<file path="config.mk">
export PLATFORM = sky130hd
export DESIGN_NAME = ps2_key_event_rx
export DESIGN_NICKNAME = d
export VERILOG_FILES = /design/src/rtl/ps2_key_event_rx.sv
export SDC_FILE = /design/constraint.sdc
export NUM_CORES = 1
export LEC_CHECK = 0
export ABC_AREA = 0
export CAP_MARGIN = 40
export CORE_AREA = 2 2 115 117
export DETAILED_ROUTE_END_ITERATION = 6
export DIE_AREA = 0 0 117 119
export GPL_ROUTABILITY_DRIVEN = 0
export SETUP_SLACK_MARGIN = 0.3
export SYNTH_ARGS = -nofsm -noshare
export SYNTH_HDL_FRONTEND = slang
export SYNTH_SLANG_ARGS = --single-unit
</file>
<file path="constraint.sdc">
create_clock -name clk -period 7.6 [get_ports clk]
set_input_delay 0.76 -clock clk [delete_from_list [all_inputs] [get_ports clk]]
set_output_delay 0.76 -clock clk [all_outputs]
set_load 0.005 [all_outputs]
</file>
<file path="src/rtl/ps2_key_event_rx.sv">
// ps2_key_event_rx
//   PS/2 keyboard receiver. ps2_clk and ps2_data are oversampled through
//   synchronisers, and 11-bit frames are deframed with start, stop and odd
//   parity checks. E0/F0 prefix bytes fold into {ext,brk,code} key events,
//   which are queued in a first-word-fall-through FIFO.
//
// Ports
//   clk, rst                 system clock; async active-low reset
//   ps2_clk, ps2_data        asynchronous PS/2 bus, idle high
//   raw_mode                 1: every valid byte is pushed as-is with ext=brk=0
//   evt_ready                consumer accepts the head event
//   evt_valid                FIFO non-empty; evt_code/evt_ext/evt_brk show the head
//   evt_code, evt_ext,
//   evt_brk                  head event (0 while evt_valid=0)
//   fifo_count               occupied FIFO entries
//   clr_flags                clears overflow
//   overflow                 sticky: an event was dropped on a full FIFO
//   frame_err                1-cycle pulse on bad start/stop/parity or timeout
//   dbg_state                frame FSM state (0 IDLE, 1 RX, 2 CHECK)
//
// Handshake: the head event transfers on every clk edge where
//   evt_valid & evt_ready. While evt_valid=1 and evt_ready=0 the evt_*
//   outputs hold. A pushed event becomes visible the cycle after its push.
module ps2_key_event_rx #(
  parameter int FIFO_DEPTH  = 8,
  parameter int TIMEOUT_CYC = 5000,
  parameter int SYNC_STAGES = 3
) (
  input  logic                          clk,
  input  logic                          rst,
  input  logic                          ps2_clk,
  input  logic                          ps2_data,
  input  logic                          raw_mode,
  input  logic                          evt_ready,
  output logic                          evt_valid,
  output logic [7:0]                    evt_code,
  output logic                          evt_ext,
  output logic                          evt_brk,
  output logic [$clog2(FIFO_DEPTH):0]   fifo_count,
  input  logic                          clr_flags,
  output logic                          overflow,
  output logic                          frame_err,
  output logic [1:0]                    dbg_state
);

  localparam int AW = $clog2(FIFO_DEPTH);
  localparam int TW = $clog2(TIMEOUT_CYC);

  typedef enum logic [1:0] {
    ST_IDLE  = 2'd0,
    ST_RX    = 2'd1,
    ST_CHECK = 2'd2
  } state_t;

  // Synchronisers reset to 1 so reset never looks like a clock fall.
  logic [SYNC_STAGES-1:0] r_clk_sync;
  logic [SYNC_STAGES-1:0] r_data_sync;
  logic                   r_clk_prev;
  logic                   w_clk_s;
  logic                   w_data_s;
  logic                   w_fall;

  state_t          r_state;
  state_t          w_state_next;
  logic [10:0]     r_shift;
  logic [3:0]      r_bitcnt;
  logic [TW-1:0]   r_timer;
  logic            w_shift_en;
  logic            w_timer_inc;
  logic            w_timeout;

  logic            r_ext_pend;
  logic            r_brk_pend;
  logic            r_frame_err;
  logic            w_in_check;
  logic            w_frame_ok;
  logic [7:0]      w_byte;
  logic            w_is_prefix;
  logic            w_push;
  logic [9:0]      w_push_data;

  logic [9:0]      r_mem [FIFO_DEPTH];
  logic [AW-1:0]   r_wr_ptr;
  logic [AW-1:0]   r_rd_ptr;
  logic [AW:0]     r_count;
  logic            r_overflow;
  logic            w_full;
  logic            w_pop;
  logic            w_wr;
  logic            w_drop;

  assign w_clk_s  = r_clk_sync[SYNC_STAGES-1];
  assign w_data_s = r_data_sync[SYNC_STAGES-1];
  assign w_fall   = r_clk_prev & ~w_clk_s;

  always_ff @(posedge clk or negedge rst) begin
    if (!rst) begin
      r_clk_sync  <= '1;
      r_data_sync <= '1;
      r_clk_prev  <= 1'b1;
    end else begin
      r_clk_sync  <= {r_clk_sync[SYNC_STAGES-2:0], ps2_clk};
      r_data_sync <= {r_data_sync[SYNC_STAGES-2:0], ps2_data};
      r_clk_prev  <= w_clk_s;
    end
  end

  // Frame FSM: next state and datapath enables.
  always_comb begin
    w_state_next = r_state;
    w_shift_en   = 1'b0;
    w_timer_inc  = 1'b0;
    w_timeout    = 1'b0;
    case (r_state)
      ST_IDLE: begin
        if (w_fall) begin
          w_shift_en   = 1'b1;
          w_state_next = ST_RX;
        end
      end
      ST_RX: begin
        if (w_fall) begin
          w_shift_en = 1'b1;
          // bitcnt already holds 10 captured bits: this fall is the stop bit
          if (r_bitcnt == 4'd10) w_state_next = ST_CHECK;
        end else if (r_timer == TW'(TIMEOUT_CYC - 1)) begin
          w_timeout    = 1'b1;
          w_state_next = ST_IDLE;
        end else begin
          w_timer_inc = 1'b1;
        end
      end
      ST_CHECK: w_state_next = ST_IDLE;
      default:  w_state_next = ST_IDLE;
    endcase
  end

  // Frame layout after 11 LSB-first shifts: [0] start, [8:1] data,
  // [9] parity, [10] stop.
  assign w_in_check  = (r_state == ST_CHECK);
  assign w_byte      = r_shift[8:1];
  assign w_frame_ok  = ~r_shift[0] & r_shift[10] & (^r_shift[9:1]);
  assign w_is_prefix = (w_byte == 8'hE0) || (w_byte == 8'hF0);
  assign w_push      = w_in_check & w_frame_ok & (raw_mode | ~w_is_prefix);
  assign w_push_data = raw_mode ? {2'b00, w_byte} : {r_ext_pend, r_brk_pend, w_byte};

  always_ff @(posedge clk or negedge rst) begin
    if (!rst) begin
      r_state     <= ST_IDLE;
      r_shift     <= '0;
      r_bitcnt    <= '0;
      r_timer     <= '0;
      r_ext_pend  <= 1'b0;
      r_brk_pend  <= 1'b0;
      r_frame_err <= 1'b0;
    end else begin
      r_state     <= w_state_next;
      r_frame_err <= w_timeout | (w_in_check & ~w_frame_ok);
      if (w_shift_en) begin
        r_shift  <= {w_data_s, r_shift[10:1]};
        r_bitcnt <= (r_state == ST_IDLE) ? 4'd1 : r_bitcnt + 4'd1;
        r_timer  <= '0;
      end else if (w_timer_inc) begin
        r_timer <= r_timer + TW'(1);
      end
      // Invalid frames leave pending prefixes untouched.
      if (raw_mode) begin
        r_ext_pend <= 1'b0;
        r_brk_pend <= 1'b0;
      end else if (w_in_check && w_frame_ok) begin
        if (w_byte == 8'hE0) begin
          r_ext_pend <= 1'b1;
        end else if (w_byte == 8'hF0) begin
          r_brk_pend <= 1'b1;
        end else begin
          r_ext_pend <= 1'b0;
          r_brk_pend <= 1'b0;
        end
      end
    end
  end

  // Event FIFO. A pop frees the slot a same-cycle push needs when full.
  assign w_full = (r_count == (AW+1)'(FIFO_DEPTH));
  assign w_pop  = (r_count != '0) & evt_ready;
  assign w_wr   = w_push & (~w_full | w_pop);
  assign w_drop = w_push & w_full & ~w_pop;

  always_ff @(posedge clk) begin
    if (w_wr) r_mem[r_wr_ptr] <= w_push_data;
  end

  always_ff @(posedge clk or negedge rst) begin
    if (!rst) begin
      r_wr_ptr   <= '0;
      r_rd_ptr   <= '0;
      r_count    <= '0;
      r_overflow <= 1'b0;
    end else begin
      if (w_wr)  r_wr_ptr <= r_wr_ptr + AW'(1);
      if (w_pop) r_rd_ptr <= r_rd_ptr + AW'(1);
      case ({w_wr, w_pop})
        2'b10:   r_count <= r_count + (AW+1)'(1);
        2'b01:   r_count <= r_count - (AW+1)'(1);
        default: r_count <= r_count;
      endcase
      if (w_drop)         r_overflow <= 1'b1;
      else if (clr_flags) r_overflow <= 1'b0;
    end
  end

  // Head is forced to 0 while empty so uninitialised storage never shows.
  assign evt_valid = (r_count != '0);
  assign {evt_ext, evt_brk, evt_code} = evt_valid ? r_mem[r_rd_ptr] : 10'd0;
  assign fifo_count = r_count;
  assign overflow   = r_overflow;
  assign frame_err  = r_frame_err;
  assign dbg_state  = r_state;

endmodule

</file>
* After elaboration in Yosys (flattened, before gate mapping) *
Memory sizes are Yosys's and may differ from the RTL's.
Cells that the tools add are included.

storage, ports and cells
  flip-flop bits (word level) = 51
  input bits = 7
  RAM bits = 80
  memories = 1
  word-level logic and storage cells = 98
  output and inout port bits = 19

operators by class
  bitwise operators = 19
  reduce and logical (&&, ||, !) cells = 13
  $add $sub $neg = 6
  eq/ne operators = 14
  mux-type cells = 31

memories
  name   depth  width  read ports  clocked after memory_dff  write ports  RTL line  RTL
  r_mem  8      10     1           0                         1            82        logic [9:0] r_mem [FIFO_DEPTH];

operators with widths
  cell                     count
  $mux W13                 2
  $mux W1                  20
  $mux W10                 2
  $eq A8 B8 Y1 const B     2
  $add A13 B1 Y13 const B  1
  $eq A13 B13 Y1 const B   1
  $and A1 B1 Y1            10
  $ne A3 B3 Y1 const B     3
  $reduce_xor A9 Y1        1
  $add A4 B1 Y4 const B    2
  $eq A4 B4 Y1 const B     2
  $mux W2                  4
  $pmux W4 S2              1
  $reduce_bool A2 Y1       4
  $add A3 B1 Y3 const B    2
  $not A1 Y1               6
  $eq A2 B1 Y1 const B     2
  $eq A2 B2 Y1 const B     2
  $mux W4                  1
  $ne A2 B2 Y1 const B     2
  $pmux W2 S2              1
  $reduce_and A2 Y1        2
  $reduce_bool A4 Y1       1
  $sub A4 B1 Y4 const B    1
  other kinds (6)          8

* Depth between registers and ports, before layout *
Gate-level depths: netlist (run 1).

  depth in word-level cells = 8
  gate-level depth with buffers = 11
  depth with buffers taken out = 11

* Least setup slack after synthesis (run 1) *
Ideal clock, no wire load.

  kind = flip-flop to flip-flop
  from = register r_shift[1]
  to = memory r_mem[0][0], enable pin
  arrival time = 2,970 ps
  path buffers = 0
  slack = 4,222 ps
  cell stages (with the launch flop) = 7
  setup time = 407 ps
  data required time = 7,193 ps
  clock period less this slack = 3,378 ps
  cell sequence = dfrtp_1 -> inv_1 -> ha_1 -> xnor3_2 -> xnor2_2 -> nor4_4 -> nor4b_1

on the way
  word-level cells in the longest chain between the ends = 8
  elaborated cells on any way between the ends = 12
  those cells by class = eq/ne (2); mux (2); bitwise (6); reduce/logical (2)

ends and longest elaborated chain
  element                            RTL line  RTL
  from (decl)                        65        logic [10:0] r_shift;
  from (signal assigned)             160       r_shift <= {w_data_s, r_shift[10:1]};
  $eq A8 B8 Y1                       143       assign w_is_prefix = (w_byte == 8'hE0) || (w_byte == 8'hF0);
  $logic_or A1 B1 Y1                 143
  $not A1 Y1                         144       assign w_push = w_in_check & w_frame_ok & (raw_mode | ~w_is_prefix);
  $or A1 B1 Y1                       144
  $and A1 B1 Y1 (*)                  144
  $and A1 B1 Y1 (*)                  186       assign w_wr = w_push & (~w_full | w_pop);
  $mux W1 (*)                        190       if (w_wr) r_mem[r_wr_ptr] <= w_push_data;
  $mux W1 (not written as such) (*)  190
  to (decl)                          82

Mark *: on every way between the ends. The rest lies on a longest branch, timed or not.

* Worst setup path in the final report (run 1) *
  from = register r_shift[2]
  to = memory r_mem[2][7], enable pin

Same word-level chain as after synthesis.

==> results.md, run 1 <==
- Status: finished clean
- CTS Buf Count: 17
- Synth warnings: 0
- CTS tree: done
- Max Fclk: 308 MHz
- Worst Path Required: 7.72 ns
- WL/cell: 16.8 um
- DRC viols: 0
- Layout cells sized above 1: 18.3%
- Worst r2r src: r_shift[2]
- Die Ht: 119 um
- Sink Count: 131
- Hold slack: 0.354 ns
- RSZ-0062 raised after global routing: false
- Row count: 42
- Worst Slack Setup Final: 4.35 ns
- DRT iter0 DRCs: 169
- HPWL Detailed: 6800 um
- Routed Antenna Nets: 0
- Core Box Area: 12900 sq um
- Vias in the first global route: 3189
- First-pass GRT wire length: 16800 um
- Primary FF master, synth: edfxtp_1
- Peak VDD IR: 0.000160 V
- Register-to-register setup slack: 4.35 ns
- CTS Buffer Depth: 2
- Hold path depth: 0
- # setup viols final: 0
- Register area share after synthesis: 66.4%
- Largest net degree at the start of global routing: 52
- Register bit total from synthesis: 131
- Setup_tns: 0 ns
- Crit path launch type: flop
- Lkg Pwr: 2.49 nW
- Total global routing overflow: 0
- H-tree Lvls: 4
- CP endpoint kind: flop
- Crit-path max FO: 10
- Synth area leaders: edfxtp_1 43%, dfrtp_1 20%, mux4_2 8.1%, dfstp_2 3.3%, ha_1 2.7%
- Via density: 5.05
- PwrDens: 336 nW/um^2
- Yosys cell types: 46
- R2R Path End: r_mem[2][7]
- Clock skew: 0.00714 ns
- Hold Crit Start: r_clk_sync[0]
- Place WS: 4.14 ns
- Initial antenna violation count: 0
- Final Max Slew Viols: 0
- DRT Pass-1 Iters: 4
- Final hold vios: 0
- Min-delay worst type: flop to flop
- Syn_nets: 396
- Final min period: 3.25 ns
- Max-Slew Margin vs Limit: 48.1%
- Actual slew at the worst max-slew pin: 0.772 ns
- Max Cap Viol: 0
- Port bufs: 25
- Ys async rst share: 38.9%
- Die X: 117 um
- CTS clock-pin slew for the worst setup and hold paths: 0.06 ns
- Synthesized area per cell: 14.8 sq um
- Final wirelength: 10200 um
- IO Count: 26
- Cell taking the most area after synthesis: edfxtp_1
- Top cell type's share of synthesized area: 43.3%
- Area grow syn2layout: 19.9%
- Initial Utilization: 43.1%
- Synthesized cell area: 5550 sq um
- Tcrit/Tclk final: 42.7%
- Hold buffers post-CTS: 0
- CP Class: flop to flop
- NumNets Final: 439
- Floorplan die area: 13900 sq um
- N_diodes: 0
- Post-synth EDFFs: 80
- Worst-Skew Late Latency: 0.41 ns
- GR Util All Layers: 16.4%
- Crit path DAT: 3.37 ns
- Root Driver: clkbuf_16
- Sink of the worst hold path: r_clk_sync[1]
- Total vias in the final route: 3064
- Register-to-Register Path Depth: 8
- Syn Inst Count: 376
- Post-CTS setup buffers: 0
- CTS resizes: 0
-- per-stage QoR --
step                      utilization, %  cell area [sq um]  instances  total power, mW
final                               51.7               6650        607             2.24
after global routing                51.7               6650        607             2.36
after CTS                           51.7               6650        607             2.27
after detailed placement            47.3               6090        576             1.49
after global placement              46.9               6040        572             1.46
after floorplan                        -               5550        376             1.26
-- layer usage --
metal / part of all wire, % / global-route usage, %
met1: 44 / 21.0
met2: 51 / 26.4
met3: 3.7 / 4.17
met4: 1.1 / 7.06
met5: 0 / 0
-- power breakdown --
part | internal [mW] | leakage, nW | switching, mW
Combinational | 0.321 | 0.833 | 0.226
Clock | 0.480 | 0.268 | 0.295
Sequential | 0.823 | 1.39 | 0.0921
-- worst max-delay path: stages, from the launching register on --
cell,delay [ns]
dfrtp_1,0.53
inv_1,0.10
ha_1,0.29
xnor3_2,0.42
xnor2_2,0.21
nor4_4,0.51
nand2_1,0.21
nor3_1,0.40
buf_4,0.27
-- worst max path at each step --
stage / to / cells after the start / start
after global placement: r_mem[0][3] / 5 / raw_mode
final: r_mem[2][7] / 8 / r_shift[2]
after floorplan: r_mem[0][0] / 6 / r_shift[1]
after CTS: r_mem[1][0] / 8 / r_shift[2]
after detailed placement: r_mem[1][3] / 7 / raw_mode
after global routing: r_mem[1][6] / 8 / r_shift[2]
-- cells in the mapped netlist (all sizes together) (8+ instances only) --
master  number
nor2        27
ha          12
mux2i       12
nand2       38
edfxtp      80
mux4        20
dfrtp       44
clkbuf      10
nor4         8
xnor2       14
a21oi        8
o21ai       16
nor3         9
inv         17
-- logic make-up (layout without fill, tap and decap cells) --
family                     count (synthesis)  in the layout  synth area share, %
DFF                                      131            131                 66.4
adders and majority gates                 13             13                 3.07
muxes                                     34             34                 10.8
xor gates and xnor gates                  20             20                 3.56
AOI/OAI and AO/OA                         33             33                 3.59
and+or+nand+nor                          114            114                 10.4
buffers and inverters                     31             86                 2.14
-- cell type report --
type                            instances  area [sq um]
Clock buffer                           18           429
Clock inverter                         13           135
Fill cell                            1097          6220
Inverter                               17          63.8
Multi-Input combinational cell        214          1760
Sequential cell                       131          3690
Tap cell                              176           220
Timing Repair Buffer                   38           363
-- flip-flops by register name, summed over array words and instances, names as in the netlist --
signal / flops
overflow: 1
fifo_count: 4
r_wr_ptr: 3
r_shift: 11
r_brk_pend: 1
r_rd_ptr: 3
r_clk_sync: 3
r_clk_prev: 1
r_bitcnt: 4
dbg_state: 2
r_timer: 13
r_data_sync: 3
r_ext_pend: 1
frame_err: 1
r_mem: 80
-- cells in the final DEF, fill, tap and decap left out, types with 12 or more instances in the layout --
cell / n
dfrtp_1: 44
clkbuf_16: 17
ha_1: 12
o21ai_0: 16
xnor2_1: 13
mux2i_1: 12
mux4_2: 20
clkdlybuf4s50_1: 24
edfxtp_1: 80
buf_4: 12
inv_1: 17
nand2_1: 38
nor2_1: 27
Power figures use the tool's default switching activity.
==> run 2, diff against run 1 <==
==> constraint.sdc (replaced) <==
create_clock -name clk -period 3.05 [get_ports clk]
set_input_delay 0.305 -clock clk [delete_from_list [all_inputs] [get_ports clk]]
set_output_delay 0.305 -clock clk [all_outputs]
set_load 0.005 [all_outputs]
==> run 2 against run 1 <==
Final area grew 2.7%. Register-to-register slack lost 4.0 ns. Clock skew is essentially flat. Largest cell class unchanged. First-iteration DRC count grew 64%. Worst hold slack lost 0.061 ns. Sequential share of layout area shrank 1.3 points. Routed wire length grew 3.0%.
==> results.md, run 2 (same netlist as run 1, synthesis figures left out) <==
- # setup viols final: 0 (unchanged)
- GR Util All Layers: 17.2% (+0.76 points)
- Layout cells sized above 1: 24.5% (+6.2 points)
- Final non-filler cell area: 6830 sq um (+2.7%)
- Core Box Area: 12900 sq um (unchanged)
- HPWL Detailed: 6600 um (-2.8%)
- Crit-path max FO: 4 (-6)
- Root Driver: clkbuf_16
- Hold path depth: 1 (+1)
- Sink of the worst hold path: r_clk_sync[0]
- Placed cell count: 579 (+0.52%)
- Worst Path Required: 3.35 ns (-4.37 ns)
- CTS tree: done
- DRC viols: 0 (unchanged)
- Worst r2r src: r_shift[8]
- Max Fclk: 372 MHz (+21%)
- Die Ht: 119 um (unchanged)
- Floorplan die area: 13900 sq um (unchanged)
- Status: finished clean
- CP Class: flop to flop
- Port bufs: 25 (unchanged)
- Hold Crit Start: ps2_clk
- Top sig layer: met4
- PwrDens: 831 nW/um^2 (+150%)
- Routed Antenna Nets: 0 (unchanged)
- Cell mode on critical path: ha_4
- N_diodes: 0 (unchanged)
- Final Non-Filler Cells: 620 (+2.1%)
- WL met3: 420 um (+12%)
- CP bufs+invs: 0 (-2)
- Register-to-Register Path Depth: 10 (+2)
- Sink Count: 131 (unchanged)
- Clock skew: 0.00675 ns (-0.000393 ns)
- Placed Area: 6120 sq um (+0.55%)
- Lkg Pwr: 2.56 nW (+2.9%)
- Slowest cell on the critical path: xnor3_2
- Most common cell after layout, fill and taps aside: edfxtp_1
- CTS clock-pin slew for the worst setup and hold paths: 0.06 ns (about the same)
- Place WS: 0.279 ns (-3.86 ns)
- Crit path DAT: 2.99 ns (-0.38 ns)
- Reg with most FFs: r_mem
- Initial Utilization: 43.1% (unchanged)
- WL/cell: 16.9 um (+0.81%)
- Die X: 117 um (unchanged)
- Max-Slew Margin vs Limit: 49.7% (+1.7 points)
- Finished Core Util: 53.1% (+1.4 points)
- Hold slack: 0.294 ns (-0.0609 ns)
- Tot Pwr: 5.68 mW (+150%)
- Initial antenna violation count: 0 (unchanged)
- Setup_tns: 0 ns (unchanged)
- Largest net degree at the start of global routing: 30 (-42%)
- Crit path cell chain: ha_4 -> xnor3_2 -> xnor2_4 -> o31a_4 -> ha_4 -> a21o_1 -> a21oi_2 -> nor3_1 -> a22oi_1 -> xnor2_1
- Post-route met1 wirelength: 4750 um (+5.1%)
- CTS Buf Count: 17 (unchanged)
- Routed wl met2: 5120 um (-1.4%)
- CTS Buffer Depth: 2 (unchanged)
- Crit path launch type: flop
- CP endpoint kind: flop
- Register-to-register setup slack: 0.36 ns (-3.99 ns)
- Most frequent cells in the layout: 80 x edfxtp_1, 38 x nand2_1, 38 x dfrtp_1, 27 x nor2_1, 24 x clkdlybuf4s50_1
- Worst-Skew Late Latency: 0.42 ns (about the same)
- Vias in the first global route: 3228 (+1.2%)
- Actual slew at the worst max-slew pin: 0.754 ns (-0.0181 ns)
- First-pass GRT wire length: 17400 um (+3.2%)
- Max reg flops: 80 (unchanged)
- Tcrit/Tclk final: 88.2% (+45 points)
- DRT iter0 DRCs: 278 (+64%)
- Min-delay worst type: input port to flop
- R2R Path End: fifo_count[3]
- DRT Pass-1 Iters: 4 (unchanged)
- CP max stage delay: 0.45 ns (-0.08 ns)
- Max Cap Viol: 0 (unchanged)
- Area grow syn2layout: 23.1%
- CP delay by family, top: compound AO/OA/AOI/OAI gates
- Largest registers: r_mem: 80 flops, r_timer: 13 flops, r_shift: 11 flops
- Final Max Slew Viols: 0 (unchanged)
- IO Count: 26 (unchanged)
- RSZ-0062 raised after global routing: true
- NumNets Final: 451 (+2.7%)
- H-tree Lvls: 4 (unchanged)
- Row count: 42 (unchanged)
- Via density: 5.14 (+1.7%)
- Final hold vios: 0 (unchanged)
- Peak VDD IR: 0.000500 V (+210%)
- Total global routing overflow: 0 (unchanged)
- Worst Slack Setup Final: 0.359 ns (-3.99 ns)
- Final min period: 2.69 ns (-0.556 ns)
- Final wirelength: 10500 um (+3.0%)
- Total vias in the final route: 3184 (+3.9%)
run 2: cell count changes in the layout (fill, tap and decap cells not counted), sizes merged:
cell	delta
buf	+11
dlygate4sd3	+1
clkinvlp	+1
bufinv	-1
clkbuf	-1
clkinv	+2
run 2: power by group:
part | internal, mW | switching [mW] | leakage (nW)
registers | 2.05 | 0.195 | 1.38
clock network | 1.12 | 0.757 | 0.267
logic | 0.885 | 0.661 | 0.913
total | 4.06 | 1.61 | 2.56
run 2: worst max-delay path by stage:
stage,slack [ns],cells after the start,from,endpoint
final,0.36,10,r_shift[8],fifo_count[3]
after global routing,0.21,10,r_shift[8],fifo_count[3]
after CTS,0.32,5,r_rd_ptr[0],evt_code[2]
after detailed placement,0.28,11,r_shift[5],fifo_count[3]
after global placement,0.33,11,r_shift[5],fifo_count[3]
after floorplan,0.13,7,r_shift[1],r_mem[6][0]
run 2: worst register-to-register path, stage by stage, from the launching register on:
cell	delay, ns
dfrtp_2	0.43
ha_4	0.27
xnor3_2	0.45
xnor2_4	0.18
o31a_4	0.40
ha_4	0.22
a21o_1	0.18
a21oi_2	0.13
nor3_1	0.06
a22oi_1	0.18
xnor2_1	0.09
run 2: metal layers:
layer / global-route usage, % / vias up
met5: 0 / -
met4: 6.18 / 0
met3: 5.55 / 14
met2: 26.8 / 70
met1: 22.5 / 1607
li1: - / 1493
run 2: what timing repair did:
| item | CTS | global route |
|---|---|---|
| gates resized for setup | 10 | 4 |
| endpoints found under the setup margin | 1 | 62 |
| buffers inserted | 4 | 4 |
| hold endpoints to repair | 19 | 0 |
| pin swaps | 6 | 2 |
| hold buffers | 1 | 0 |
run 2: cell type report:
type                    count  area, sq um
multi-input cells         214         1850
inverters                  17         63.8
fillers                  1062         6040
clock buffers              17          425
clock inverters            15          135
well taps                 176          220
repair buffers             50          439
flip-flops and latches    131         3690
==> run 3, diff against run 2 <==
--- a/config.mk
+++ b/config.mk
@@ -7,9 +7,10 @@
 export LEC_CHECK = 0
 export ABC_AREA = 0
 export CAP_MARGIN = 40
-export CORE_AREA = 2 2 115 117
+export CORE_AREA = 2 2 109 122
+export CTS_CLUSTER_SIZE = 12
 export DETAILED_ROUTE_END_ITERATION = 6
-export DIE_AREA = 0 0 117 119
+export DIE_AREA = 0 0 111 124
 export GPL_ROUTABILITY_DRIVEN = 0
 export SETUP_SLACK_MARGIN = 0.3
 export SYNTH_ARGS = -nofsm -noshare
==> run 3 against run 2 <==
Routed wire length about the same. Via count fell by 0.60%. Highest routed layer unchanged. Die area down 1.1%. Count of clock-buffer cells in the layout unchanged. Largest cell class unchanged. Utilization is 2.0 points higher. Sequential share of layout area decreased by 0.16 points. Worst setup slack worse by 0.041 ns. Final cell count is 2.7% lower. Final area increased by 0.22%.
==> results.md, run 3 (same netlist as run 1, synthesis figures left out) <==
- Via density: 5.25 (+2.2%)
- Fill cell count: 1002 (-5.6%)
- HPWL Detailed: 6680 um (+1.1%)
- Actual slew at the worst max-slew pin: 0.700 ns (-0.0537 ns)
- CTS Buf Count: 17 (unchanged)
- Place WS: 0.264 ns (-0.0145 ns)
- Core Box Area: 12400 sq um (-3.5%)
- Crit-path max FO: 4 (unchanged)
- GR Util All Layers: 16.7% (-0.42 points)
- Worst Path Required: 3.38 ns (+0.03 ns)
- Lkg Pwr: 2.58 nW (+0.96%)
- Max-Slew Margin vs Limit: 53.3% (+3.6 points)
- CTS tree: done
- Min-delay worst type: input port to flop
- Max Cap Viol: 0 (unchanged)
- Reg with most FFs: r_mem
- # setup viols final: 0 (unchanged)
- CTS Buffer Depth: 2 (unchanged)
- Final Max Slew Viols: 0 (unchanged)
- Die X: 111 um (-5.1%)
- Final min period: 2.73 ns (+0.0411 ns)
- Final wirelength: 10500 um (about the same)
- Most frequent cells in the layout: 80 x edfxtp_1, 40 x dfrtp_1, 38 x nand2_1, 27 x nor2_1, 24 x clkdlybuf4s50_1
- Worst Slack Setup Final: 0.318 ns (-0.0411 ns)
- Die Ht: 124 um (+4.2%)
- DRT iter0 DRCs: 183 (-34%)
- H-tree Lvls: 4 (unchanged)
- Most common cell after layout, fill and taps aside: edfxtp_1
- Max Fclk: 366 MHz (-1.5%)
- Crit path DAT: 3.06 ns (+0.07 ns)
- Clock skew: 0.00833 ns (+0.00158 ns)
- Floorplan die area: 13800 sq um (-1.1%)
- Crit path launch type: flop
- Largest registers: r_mem: 80 flops, r_timer: 13 flops, r_shift: 11 flops
- Sink Count: 131 (unchanged)
- PwrDens: 843 nW/um^2 (+1.5%)
- RSZ-0062 raised after global routing: true
- WL/cell: 17.4 um (+2.9%)
- Total vias in the final route: 3165 (-0.60%)
- CP endpoint kind: flop
- Setup_tns: 0 ns (unchanged)
- Port bufs: 25 (unchanged)
- CP Class: flop to flop
- Routed Antenna Nets: 0 (unchanged)
- Final hold vios: 0 (unchanged)
- Initial antenna violation count: 0 (unchanged)
- Row count: 43 (+2.4%)
- Largest net degree at the start of global routing: 27 (-10%)
- Root Driver: clkbuf_16
- Vias in the first global route: 3303 (+2.3%)
- Layout cells sized above 1: 24.4% (-0.11 points)
- NumNets Final: 453 (+0.44%)
- Initial Utilization: 44.6% (+1.5 points)
- Worst-Skew Late Latency: 0.41 ns (about the same)
- Total global routing overflow: 0 (unchanged)
- Area grow syn2layout: 23.4%
- Status: finished clean
- Tcrit/Tclk final: 89.6% (+1.3 points)
- N_diodes: 0 (unchanged)
- DRT Pass-1 Iters: 4 (unchanged)
- DRC viols: 0 (unchanged)
- First-pass GRT wire length: 17300 um (-0.36%)
- Max reg flops: 80 (unchanged)
- Peak VDD IR: 0.000388 V (-22%)
- CTS clock-pin slew for the worst setup and hold paths: 0.06 ns (about the same)
- IO Count: 26 (unchanged)
[run 3: path summary, 6_finish.rpt]
kind,cells past startpoint,start,slack (ns),endpoint
hold / removal,1,ps2_clk,0.30,r_clk_sync[0]
setup / recovery,10,r_shift[8],0.32,fifo_count[3]
hold reg to reg,0,r_data_sync[0],0.35,r_data_sync[1]
setup reg to reg,10,r_shift[8],0.32,fifo_count[3]
min in group asynchronous,2,rst,0.44,r_bitcnt[0]
max in group asynchronous,3,rst,1.79,r_clk_sync[2]
[run 3: worst max-delay path: stages, from the launching register on]
cell and delay [ns]:
dfrtp_2 0.41, ha_1 0.28, xnor3_2 0.43, xnor2_2 0.18
o31a_2 0.41, buf_4 0.16, ha_4 0.22, a21oi_2 0.15
nor3_1 0.06, a22oi_1 0.19, xnor2_1 0.15
[run 3: power breakdown]
| part | leakage (nW) | total, mW | switching [mW] | internal, mW |
|---|---|---|---|---|
| registers | 1.38 | 2.24 | 0.187 | 2.05 |
| clock network | 0.289 | 2.03 | 0.799 | 1.23 |
| logic | 0.913 | 1.51 | 0.650 | 0.859 |
| total | 2.58 | 5.77 | 1.64 | 4.14 |
[run 3: what timing repair did]
item | CTS | global route
buffers inserted | 0 | 6
pin swaps | 0 | 8
hold endpoints to repair | 21 | 0
hold buffers | 1 | 0
gates resized for setup | 3 | 8
endpoints found under the setup margin | 2 | 70
[run 3: per-layer routing]
metal | part of all wire [%] | global-route usage [%] | wire length, um | up-vias
met1 | 43 | 20.0 | 4530 | 1587
met4 | 1.2 | 5.86 | 131 | 0
met2 | 52 | 29.7 | 5450 | 60
met3 | 3.8 | 4.48 | 396 | 10
met5 | 0 | 0 | 0 | -
li1 | - | - | - | 1508
[run 3: area by class of cell]
type	count	area, sq um	area share (%)
Clock buffer	17	425	6.21
Clock inverter	15	173	2.52
Inverter	17	63.8	0.932
Multi-Input combinational cell	214	1820	26.6
Sequential cell	131	3690	53.9
Tap cell	157	196	2.87
Timing Repair Buffer	52	473	6.91
[run 3: through the flow]
stage	hold WS, ns	cells	utilization (%)	cell area (sq um)	power (mW)
after global placement	0.343	564	49.4	6140	3.72
after detailed placement	0.347	564	49.4	6140	3.75
final	0.302	603	55.1	6850	5.77
after floorplan	0.00941	376	-	5590	3.14
after CTS	0.283	597	54.4	6760	5.79
after global routing	0.288	603	55.1	6850	6.07
